<file path="config.mk">
export PLATFORM = sky130hd
export DESIGN_NAME = mem_req_tracker
export DESIGN_NICKNAME = d
export VERILOG_FILES = /design/src/rtl/mem_pkg.sv /design/src/rtl/load_ext_unit.sv /design/src/rtl/mem_req_tracker.sv
export SDC_FILE = /design/constraint.sdc
export NUM_CORES = 1
export LEC_CHECK = 0
export BUFFER_PORTS_ARGS = -buffer_cell sky130_fd_sc_hd__buf_2
export CAP_MARGIN = 20
export CORE_ASPECT_RATIO = 0.9
export CORE_MARGIN = 2
export CORE_UTILIZATION = 53
export CTS_CLUSTER_DIAMETER = 60
export CTS_CLUSTER_SIZE = 16
export DETAILED_ROUTE_END_ITERATION = 16
export PLACE_DENSITY = 0.91
export SYNTH_ARGS = -nofsm -noshare
export SYNTH_HDL_FRONTEND = slang
export SYNTH_SLANG_ARGS = --single-unit
</file>
<file path="constraint.sdc">
create_clock -name clk -period 6.7 [get_ports clk]
set_input_delay 1.34 -clock clk [delete_from_list [all_inputs] [get_ports clk]]
set_output_delay 1.34 -clock clk [all_outputs]
set_load 0.05 [all_outputs]
</file>
<file path="src/rtl/mem_pkg.sv">
// Shared encodings, tracker entry layout and byte-lane helpers
// for the EXE/MEM data-memory path.
package mem_pkg;

  localparam logic [1:0] SZ_B = 2'd0;
  localparam logic [1:0] SZ_H = 2'd1;
  localparam logic [1:0] SZ_W = 2'd2;

  typedef struct packed {
    logic        is_load;
    logic [1:0]  size;
    logic        uns;
    logic [1:0]  addr;
    logic        done;
    logic        cancelled;
    logic [31:0] rdata;
  } mem_ent_t;

  function automatic logic [3:0] wstrb_gen(
    input logic [1:0] size,
    input logic [1:0] a
  );
    logic [3:0] s;
    s = 4'b0000;
    case (size)
      SZ_B:    s = 4'b0001 << a;
      SZ_H:    s = a[1] ? 4'b1100 : 4'b0011;
      SZ_W:    s = 4'b1111;
      default: s = 4'b0000;
    endcase
    return s;
  endfunction

  function automatic logic [31:0] wdata_rep(
    input logic [1:0]  size,
    input logic [31:0] d
  );
    logic [31:0] r;
    case (size)
      SZ_B:    r = {4{d[7:0]}};
      SZ_H:    r = {2{d[15:0]}};
      default: r = d;
    endcase
    return r;
  endfunction

  function automatic logic [31:0] load_ext(
    input logic [1:0]  size,
    input logic        uns,
    input logic [1:0]  a,
    input logic [31:0] d
  );
    logic [7:0]  b;
    logic [15:0] h;
    logic [31:0] r;
    b = d[{a, 3'b000} +: 8];
    h = a[1] ? d[31:16] : d[15:0];
    case (size)
      SZ_B:    r = {{24{b[7] & ~uns}}, b};
      SZ_H:    r = {{16{h[15] & ~uns}}, h};
      default: r = d;
    endcase
    return r;
  endfunction

endpackage

</file>
<file path="src/rtl/load_ext_unit.sv">
// Sign/zero extension of raw load data by size, signedness
// and byte offset; shared with the MEM stage.
module load_ext_unit
  import mem_pkg::*;
(
  input  logic [1:0]  size_i,
  input  logic        unsigned_i,
  input  logic [1:0]  addr_i,
  input  logic [31:0] rdata_i,
  output logic [31:0] data_o
);

  assign data_o = load_ext(size_i, unsigned_i, addr_i, rdata_i);

endmodule

</file>
<file path="src/rtl/mem_req_tracker.sv">
// In-order tracker for outstanding sram-like data requests with
// flush cancellation and a backpressured response port.
module mem_req_tracker
  import mem_pkg::*;
#(
  parameter int DEPTH  = 2,
  parameter int ADDR_W = 32
) (
  input  logic              clk,
  input  logic              reset,
  input  logic              req_valid,
  input  logic              req_load,
  input  logic              req_store,
  input  logic [1:0]        req_size,
  input  logic              req_unsigned,
  input  logic [ADDR_W-1:0] req_addr,
  input  logic [31:0]       req_wdata,
  input  logic              req_kill,
  output logic              req_ready,
  output logic              req_ale,
  input  logic              flush,
  output logic              data_sram_req,
  output logic              data_sram_wr,
  output logic [1:0]        data_sram_size,
  output logic [3:0]        data_sram_wstrb,
  output logic [ADDR_W-1:0] data_sram_addr,
  output logic [31:0]       data_sram_wdata,
  input  logic              data_sram_addr_ok,
  input  logic              data_sram_data_ok,
  input  logic [31:0]       data_sram_rdata,
  output logic              resp_valid,
  input  logic              resp_ready,
  output logic              resp_is_store,
  output logic [31:0]       resp_rdata,
  output logic              busy,
  output logic              proto_err
);

  localparam int PW = (DEPTH > 1) ? $clog2(DEPTH) : 1;
  localparam int CW = $clog2(DEPTH + 1);

  function automatic logic [PW-1:0] inc(input logic [PW-1:0] p);
    return (p == PW'(DEPTH - 1)) ? '0 : p + PW'(1);
  endfunction

  mem_ent_t      ent_q [DEPTH];
  mem_ent_t      ent_d [DEPTH];
  logic [PW-1:0] alloc_q, alloc_d;
  logic [PW-1:0] ret_q, ret_d;
  logic [PW-1:0] dlv_q, dlv_d;
  logic [CW-1:0] count_q, count_d;
  logic [CW-1:0] pend_q, pend_d;
  logic          perr_q, perr_d;

  logic          is_mem, full;
  logic          alloc, cpl, retire;
  logic          head_live;
  mem_ent_t      head;
  logic [31:0]   ext_data;

  assign is_mem = req_load | req_store;
  assign full   = (count_q == CW'(DEPTH));

  assign req_ale = req_valid & is_mem &
    (((req_size == SZ_W) & (req_addr[1:0] != 2'b00)) |
     ((req_size == SZ_H) & req_addr[0]));

  assign data_sram_req = req_valid & is_mem & ~req_ale &
                         ~req_kill & ~flush & ~full;
  assign data_sram_wr    = data_sram_req & req_store;
  assign data_sram_size  = req_size;
  assign data_sram_addr  = req_addr;
  assign data_sram_wstrb = req_store ?
    wstrb_gen(req_size, req_addr[1:0]) : 4'b0000;
  assign data_sram_wdata = wdata_rep(req_size, req_wdata);

  assign req_ready = ~req_valid | ~is_mem | req_ale | req_kill |
                     (data_sram_req & data_sram_addr_ok);

  assign head      = ent_q[dlv_q];
  assign head_live = (count_q != '0) & head.done;

  load_ext_unit u_ext (
    .size_i     (head.size),
    .unsigned_i (head.uns),
    .addr_i     (head.addr),
    .rdata_i    (head.rdata),
    .data_o     (ext_data)
  );

  assign resp_valid    = head_live & ~head.cancelled & ~flush;
  assign resp_is_store = ~head.is_load;
  assign resp_rdata    = head.is_load ? ext_data : 32'h0;

  assign alloc  = data_sram_req & data_sram_addr_ok;
  assign cpl    = data_sram_data_ok & (pend_q != '0);
  // Cancelled heads drain without a handshake.
  assign retire = (resp_valid & resp_ready) |
                  (head_live & head.cancelled);

  assign busy      = (count_q != '0);
  assign proto_err = perr_q;

  always_comb begin
    ent_d   = ent_q;
    alloc_d = alloc_q;
    ret_d   = ret_q;
    dlv_d   = dlv_q;
    perr_d  = perr_q | (data_sram_data_ok & (pend_q == '0));
    if (flush) begin
      for (int i = 0; i < DEPTH; i++) ent_d[i].cancelled = 1'b1;
    end
    if (cpl) begin
      ent_d[ret_q].done  = 1'b1;
      ent_d[ret_q].rdata = data_sram_rdata;
      ret_d = inc(ret_q);
    end
    if (alloc) begin
      ent_d[alloc_q] = '{
        is_load:   req_load,
        size:      req_size,
        uns:       req_unsigned,
        addr:      req_addr[1:0],
        done:      1'b0,
        cancelled: 1'b0,
        rdata:     32'h0
      };
      alloc_d = inc(alloc_q);
    end
    if (retire) dlv_d = inc(dlv_q);
    count_d = count_q + CW'(alloc) - CW'(retire);
    pend_d  = pend_q + CW'(alloc) - CW'(cpl);
  end

  always_ff @(posedge clk) begin
    if (reset) begin
      for (int i = 0; i < DEPTH; i++) ent_q[i] <= '0;
      alloc_q <= '0;
      ret_q   <= '0;
      dlv_q   <= '0;
      count_q <= '0;
      pend_q  <= '0;
      perr_q  <= 1'b0;
    end else begin
      ent_q   <= ent_d;
      alloc_q <= alloc_d;
      ret_q   <= ret_d;
      dlv_q   <= dlv_d;
      count_q <= count_d;
      pend_q  <= pend_d;
      perr_q  <= perr_d;
    end
  end

endmodule

</file>
Word-level counts from Yosys, hierarchy flattened
Index checks and enable logic that the tools add are counted.
Word-level totals
  bits in registers: 88
  input bits: 109
  output and inout port bits: 110
  logic and storage cells: 111
Operators by class
  $add $sub $neg: 7
  $lt $le $gt $ge: 5
  equality and inequality tests: 4
  shifts and indexed selects: 2
  muxes and demuxes: 26
  bitwise logic cells: 39
  reductions and logical operators: 8
Operators by type and width (count)
  bitwise mux 80 bit: 3
  two-way mux 40 bit: 4
  two-way mux 80 bit: 2
  case mux 32 bit (2 select lines): 2
  demux 40 bit (select 1 bit): 3
  two-way mux 32 bit: 2
  two-way mux 34 bit: 1
  variable part select 32 x 6 -> 8 bit: 1
  bitwise AND 1 bit: 19
  two-way mux 16 bit: 1
  case mux 4 bit (3 select lines): 1
  inverter 1 bit: 9
  two-way mux 4 bit: 2
  OR 1 bit: 8
  >= comparator 2 bit (second input constant): 3
  zero test 2 bit: 3
  inverter 1 -> 2 bit: 3
  nonzero test 2 bit: 3
  two-way mux 1 bit: 5
  adder 2 x 1 -> 2 bit: 2
  == test 2 x 1 -> 1 bit (second input constant): 2
  == test 2 bit (second input constant): 2
  < comparator 2 x 1 -> 1 bit (second input constant): 2
  << shifter 1 x 2 -> 4 bit (first input constant): 1
  3 further kinds: 7

Depth between registers and ports, before layout
Gate-level depths: netlist of the first run.
  depth after elaboration: 12
  gate-level depth with buffers: 12
  mapped depth without buffers: 10

Hierarchy
Synthesis of the first run repeated with hierarchy kept, for this count alone.
Second synthesis, totals
  cells, all modules: 702
  area, all modules: 5392.7 um^2
Modules (own cells, without submodules)
  mem_req_tracker: instances 1, cells an instance 580, area each 4698.3 um^2, sequential area each 1761.7 um^2
  load_ext_unit: instances 1, cells an instance 122, area each 694.4 um^2, sequential area each 0.0 um^2

Least setup slack after synthesis of the first run
OpenSTA, ideal clock, no wires.
  path type: input-to-output
  start point: input port req_size[0]
  end point: output port data_sram_wr
  arrival time: 3.894 ns
  data required time: 5.360 ns
  setup slack: 1.466 ns
  cell stages on the path: 6
  path buffers: 2
  cell sequence: buf_4 -> o21ba_1 -> a2111o_1 -> buf_6 -> nor3_1 -> and2_1
Between the ends
  word-level cells in the longest chain between the ends: 10
  elaborated cells on any way between the ends: 12
  classes of those cells: 2 x eq/ne; 10 x bitwise
Ends and longest elaborated chain
  start, declared: RTL line mem_req_tracker.sv:14  | input logic [1:0] req_size,
  == test 2 bit or == test 2 x 1 -> 1 bit (tied branches): RTL line mem_req_tracker.sv:65, mem_req_tracker.sv:66
  bitwise AND 1 bit, on equally long branches: RTL line mem_req_tracker.sv:65, mem_req_tracker.sv:66
  OR 1 bit *: RTL line mem_req_tracker.sv:65  | (((req_size == SZ_W) & (req_addr[1:0] != 2'b00)) |
  bitwise AND 1 bit *: RTL line mem_req_tracker.sv:64  | assign req_ale = req_valid & is_mem &
  inverter 1 bit *: RTL line mem_req_tracker.sv:68  | assign data_sram_req = req_valid & is_mem & ~req_ale &
  bitwise AND 1 bit * (2 in series): RTL line mem_req_tracker.sv:68
  bitwise AND 1 bit * (2 in series): RTL line mem_req_tracker.sv:69  | ~req_kill & ~flush & ~full;
  named net data_sram_req: RTL line mem_req_tracker.sv:22  | output logic data_sram_req,
  bitwise AND 1 bit *: RTL line mem_req_tracker.sv:70  | assign data_sram_wr = data_sram_req & req_store;
  end, declared: RTL line mem_req_tracker.sv:23  | output logic data_sram_wr,
The timed path passes the listed nets; every way through them passes the cells marked *.

Worst setup path after layout of the first run
  start point: register dlv_q
  end point: output port resp_rdata[7]
Between the ends
  word-level cells in the longest chain between the ends: 7
  elaborated cells on any way between the ends: 10
  classes of those cells: 1 x eq/ne; 1 x shift; 6 x mux; 1 x bitwise; 1 x reduce/logical
Ends and longest elaborated chain
  start, declared: RTL line mem_req_tracker.sv:50  | logic [PW-1:0] dlv_q, dlv_d;
  start signal, assigned: RTL line mem_req_tracker.sv:148  | dlv_q <= dlv_d;
  inverter 1 -> 2 bit (not written as such) *: RTL line mem_req_tracker.sv:80  | assign head = ent_q[dlv_q];
  two-way mux 40 bit (not written as such) * (3 in series): RTL line mem_req_tracker.sv:80
  variable part select 32 x 6 -> 8 bit (tied with other cells): RTL line mem_pkg.sv:56  | b = d[{a, 3'b000} +: 8];
  case mux 32 bit (2 select lines): RTL line mem_pkg.sv:58  | case (size)
  two-way mux 32 bit *: RTL line mem_req_tracker.sv:93  | assign resp_rdata = head.is_load ? ext_data : 32'h0;
  end, declared: RTL line mem_req_tracker.sv:34  | output logic [31:0] resp_rdata,
Every way passes the cells marked *; elsewhere a longest branch is shown, timed or not. The select of a mux whose other input is x is not followed.

==> results of run 1 <==
-- metal layers --
metal  vias up  part of all wire (%)
met1      2509                    43
met4         0                   2.6
met2       263                    46
met3        50                   7.9
li1       2611                     -
met5         -                     0
-- cell usage in the layout (no fill, tap or decap), types with 8 or more instances in the layout --
| cell | Yosys | routed |
|---|---|---|
| nand2_1 | 169 | 169 |
| buf_2 | 15 | 158 |
| a21oi_1 | 107 | 107 |
| dfxtp_1 | 88 | 87 |
| nor2_1 | 50 | 49 |
| mux2i_1 | 41 | 40 |
| o21ai_0 | 35 | 35 |
| mux2_2 | 34 | 34 |
| nor4_1 | 12 | 12 |
| a31o_1 | 12 | 12 |
| clkbuf_16 | 0 | 9 |
| inv_1 | 8 | 8 |
-- through the flow --
step	total power [mW]	std cells	utilization [%]	setup slack [ps]	hold slack, ps
global placement	0.989	921	58.2	2000	438
finish	1.49	939	61.4	1830	455
floorplan	0.942	726	-	1470	432
detailed placement	1.00	922	58.5	1930	446
CTS	1.49	938	61.3	1890	456
global route	1.55	939	61.4	1620	471
-- kinds of logic (layout without fill, tap and decap cells) --
group	Yosys count	count (layout)	share of synthesized area (%)
AOI/OAI and AO/OA	183	183	20.0
xor gates and xnor gates	5	5	0.804
adders and majority gates	4	4	0.919
buffers and inverters	108	191	11.1
DFF	88	88	32.3
muxes	76	76	14.8
other	0	1	0
and+or+nand+nor	262	262	20.1
-- registers in the layout, indices dropped and copies added (netlist names) --
| register | cells |
|---|---|
| count_q | 2 |
| dlv_q | 1 |
| ret_q | 1 |
| pend_q | 2 |
| ent_q | 80 |
| proto_err | 1 |
| alloc_q | 1 |
-- synthesized netlist by cell type, types with 5 or more instances --
master      n  area (um^2)
nand2b_1    5         31.3
a31o_1     12          105
dfxtp_1    88         1760
nor2_1     50          188
buf_2      15         75.1
o21ai_0    35          175
o221ai_1    7         61.3
buf_1       5         18.8
clkbuf_1   32          120
nand3_1     7         35.0
a21oi_1   107          536
mux2i_1    41          410
nand2_1   169          634
nor4_1     12         75.1
buf_4      46          345
mux2_2     34          383
inv_1       8         30.0
a31oi_1     7         43.8
-- power by group through the flow --
stage          Combinational [mW]  Sequential, mW  Clock [mW]
2_1_floorplan               0.334           0.608           0
4_1_cts                     0.396           0.599       0.491
3_5_place_dp                0.391           0.610           0
6_report                    0.402           0.600       0.490
5_1_grt                     0.434           0.605       0.515
3_3_place_gp                0.382           0.607           0
-- final timing paths --
path / start / to / slack (ps) / cells after the start
min reg2reg: ent_q[8]$_SDFF_PP0_ / ent_q[8]$_SDFF_PP0_ / 450 / 2
max reg2reg: dlv_q$_SDFFE_PP0P_ / count_q[1]$_SDFF_PP0_ / 4180 / 9
min: ent_q[8]$_SDFF_PP0_ / ent_q[8]$_SDFF_PP0_ / 450 / 2
max: dlv_q$_SDFFE_PP0P_ / resp_rdata[7] / 1830 / 6
-- area by class of cell --
class                           count  area [um^2]  share of cell area [%]
Antenna cell                        1         2.50                  0.0403
Clock buffer                        9          225                    3.63
Clock inverter                      7         62.6                    1.01
Inverter                            9         33.8                   0.544
Multi-Input combinational cell    530         3090                    49.8
Sequential cell                    88         1760                    28.4
Tap cell                          129          161                    2.60
Timing Repair Buffer              166          871                    14.0
-- critical path, delay by kind of cell (launching register included) --
family	cells	cell delay, ps
AO/OA/AOI/OAI	2	870
buffers and inverters	2	880
flip-flops	1	330
multiplexers	2	1100
==> impl_metrics.yaml, run 1 <==
worst_setup_path:
  crit_chain: "buf_4 -> mux2i_1 -> mux2i_2 -> a32oi_2 -> a21oi_1 -> buf_2"
  cp.arrival_ps: 3530
  timing.critical_path.to_type: "output pin"
  critical-path-max-stage-delay_ps: 830
  start_kind: "flop"
  worst-path-max-fanout: 49
  cp_slowest_cell: "mux2i_2"
  worst-endpoint-required_ps: 5360
  crit_type: "flop to output pin"
power:
  switching_power_mw: 0.537
  power.share.clock_pct: 32.9
  sequentialPowerShare_pct: 40.2
  total_internal_power_mw: 0.955
  pwr-share-comb_pct: 26.9
  p_per_area_nw_per_um2: 240
  worst_ir_drop_vdd_uv: 161
  p_sw_share_pct: 36.0
  power.static_leakage_nw: 2.37
synthesis:
  syn_nets: 839
  number_of_warnings_issued_by_yosys: 0
  number_of_enable_type_register_cells_in_the_synthesized_netlist: 0
  synth_cell_types: 45
  syn-instance-count: 726
  synth_area_um2: 5450
  ys_seq_area_share_pct: 32.3
  synth_flop_cell: "dfxtp_1"
  synth_async_sr_flop_share_pct: 0
  synthesis.area_per_instance_um2: 7.51
  ys_ff_latch: 88
global_route:
  global_route.peak_usage_layer: "met2"
  globalRouteMet1Util_pct: 37.8
  grt_util_overall_pct: 27.6
  wire_length_of_the_first_global_routing_pass_um: 24900
  grtUsageMet2_pct: 43.6
  grt_remaining_overflow: 0
  grt_antenna_before_repair: 1
  grt_use_met3_pct: 5.80
  grt_pass1_vias: 5064
  grt_max_degree: 50
route:
  detail_route.drc_violations: 0
  vias_per_cell: 5.79
  vias: 5433
  drt-initial-drc-count: 622
  post_drt_wl_per_cell_um: 16.7
  drtAntennaViolNets: 0
  detail_route.wirelength_um: 15700
  dr.pass1.iters: 6
cells_and_area:
  area_delta_synth_final_pct: 13.9
  fillers: 864
  finalNetCount: 917
  post_route_design_area_um2: 6210
  layout-drive-gt1-share_pct: 28.2
place:
  placement.cell_area_um2: 5920
  post-dp-hpwl_um: 10900
  gp_congestion: 0.932
  place.port_buffers: 158
clocking:
  post_cts_hold_buffer_count: 0
  cts_htree_levels: 3
  post-cts-setup-buffer-count: 0
  postCtsResizedCells: 0
  cts_root_buf: "clkbuf_16"
  clock_path_buffers: 2
  clk_latency_ps: 340
  cts_tree: "yes"
  clk_pin_slew_worst_paths_ps: 70
  cts-buffers-inserted: 9
  tritoncts_num_sinks: 88
sta:
  setup-violations-final: 0
  drv_slew: 0
  tightestPinTransition_ps: 991
  achievable-frequency_ghz: 0.205
  worst_clock_skew_ps: 6.66
  final-hold-violation-count: 0
  timing.max_slew.rel_slack_pct: 32.6
  min_period_over_period_pct: 72.8
  grt_setup_unrepaired: "no"
  final.min_clock_period_ps: 4870
  final_layout_setup_total_negative_slack_ps: 0
floorplan:
  die_extent_in_y_um: 100
  pin_count: 219
  dieArea_um2: 11100
  core_area_um2: 10100
  fp_rows: 35
  die_width_um: 111
  initial_core_util_pct: 53.9
run_status:
  outcome: "completed"
flow_run:
  drv.max_cap_violation_count: 0
worst_hold_path:
  hold_path.class: "flop to flop"
Power figures use the tool's default switching activity.
==> run 2: changes to the inputs <==
CORE_UTILIZATION = 45   (was 53)
PLACE_DENSITY = 0.83   (was 0.91)
clock period = 4.16 ns   (was 6.7 ns; I/O delays follow)
==> impl_metrics.yaml, run 2 (synthesis results as in run 1) <==
route:
  drtAntennaViolNets: 0
  vias_per_cell: 5.47
  dr.pass1.iters: 5
  drt-initial-drc-count: 441
  post_drt_wl_per_cell_um: 16.1
  detail_route.drc_violations: 0
  detail_route.wirelength_um: 15700
  vias: 5321
sta:
  tightestPinTransition_ps: 780
  timing.max_slew.rel_slack_pct: 48.0
  drv_slew: 0
  final_layout_setup_total_negative_slack_ps: 0
  final-hold-violation-count: 0
  setup-violations-final: 0
  min_period_over_period_pct: 91.3
  worst_clock_skew_ps: 6.31
  final.min_clock_period_ps: 3800
  setup_ws_ps: 363
  achievable-frequency_ghz: 0.263
  grt_setup_unrepaired: "no"
worst_setup_path:
  start_kind: "flop"
  worstSetupStartpoint: "dlv_q$_SDFFE_PP0P_"
  timing.rr.start: "dlv_q$_SDFFE_PP0P_"
  crit_type: "flop to output pin"
  worst-path-max-fanout: 22
  r2r_slack_ps: 1440
  worstRegToRegCells: 9
  cp.arrival_ps: 2970
  timing.critical_path.to_type: "output pin"
  worst-endpoint-required_ps: 3330
cells_and_area:
  post_route_design_area_um2: 6310
  layout-drive-gt1-share_pct: 28.6
  max_ffs_per_register: 80
  area_delta_synth_final_pct: 15.8
  layout_commonest_cell: "nand2_1"
  layout.cells.most_common_list: "nand2_1 (169), buf_2 (158), a21oi_1 (107)"
  finalNetCount: 921
  registers.top_by_ff_count: "ent_q"
  multiInputGateArea_um2: 3090
  largest_registers_in_the_final_layout: "ent_q x80, count_q x2, pend_q x2"
  fillers: 1137
  num_antenna_cells: 0
  final-seq-area_um2: 1760
  final-instance-count-excl-fill: 972
place:
  place.port_buffers: 158
  placement.cell_area_um2: 5960
  post-place-ws_ps: 743
  post-dp-hpwl_um: 11200
  post-place-cells: 956
  gp_congestion: 0.915
worst_hold_path:
  hold_path.startpoint: "ent_q[5]$_SDFF_PP0_"
  hold_path.class: "flop to flop"
  worst_hold_path.num_cells: 2
floorplan:
  core_area_um2: 11900
  initial_core_util_pct: 45.7
  dieArea_um2: 13000
  pin_count: 219
  die_extent_in_y_um: 108
  fp_rows: 38
  die_width_um: 120
flow_run:
  drv.max_cap_violation_count: 0
clocking:
  cts_htree_levels: 3
  cts-buffers-inserted: 9
  postCtsResizedCells: 0
  clk_latency_ps: 340
  cts_root_buf: "clkbuf_16"
  cts_tree: "yes"
  clock_path_buffers: 2
  post-cts-setup-buffer-count: 0
  post_cts_hold_buffer_count: 0
  tritoncts_num_sinks: 88
  clk_pin_slew_worst_paths_ps: 70
global_route:
  grt_antenna_before_repair: 0
  grt_max_degree: 35
  grt_util_overall_pct: 23.9
  grt_pass1_vias: 4903
  grt_remaining_overflow: 0
  wire_length_of_the_first_global_routing_pass_um: 24800
power:
  worst_ir_drop_vdd_uv: 328
  p_per_area_nw_per_um2: 393
  power.static_leakage_nw: 2.40
run_status:
  outcome: "completed"
==> run 2: path summary, 6_finish.rpt <==
kind,endpoint
hold / removal,ent_q[5]$_SDFF_PP0_
setup reg to reg,count_q[1]$_SDFF_PP0_
hold reg to reg,ent_q[5]$_SDFF_PP0_
setup / recovery,resp_rdata[31]
==> run 2: stage by stage <==
stage	total power [mW]	utilization, %	hold WS [ps]
floorplan	1.52	-	432
CTS	2.47	52.7	453
global route	2.59	52.9	471
finish	2.48	52.9	454
detailed placement	1.62	50.0	444
global placement	1.60	50.0	439
==> run 2: area by class of cell <==
class,count,share of cell area [%]
well taps,160,3.17
flip-flops and latches,88,27.9
multi-input cells,530,49.0
clock buffers,9,3.57
clock inverters,6,1.51
inverters,9,0.535
repair buffers,170,14.3
==> run 2: per-layer routing <==
| metal | vias to the layer above | share of wire, % | GRT usage [%] |
|---|---|---|---|
| li1 | 2616 | - | - |
| met1 | 2445 | 44 | 31.7 |
| met2 | 230 | 46 | 38.7 |
| met3 | 30 | 7.8 | 5.06 |
| met4 | 0 | 2.0 | 8.07 |
| met5 | - | 0 | 0 |
==> run 2: critical path, cell delays in order (launching register included) <==
cell and delay, ps:
dfxtp_2 630, mux2_2 510, mux2i_2 180, buf_4 210, a32oi_2 660, a21oi_1 150
buf_2 250
==> run 2: where the power goes <==
part           switching, mW  leakage, nW  internal [mW]
clock                  0.339        0.156          0.527
combinational          0.446         1.53          0.200
sequential            0.0439        0.712          0.922
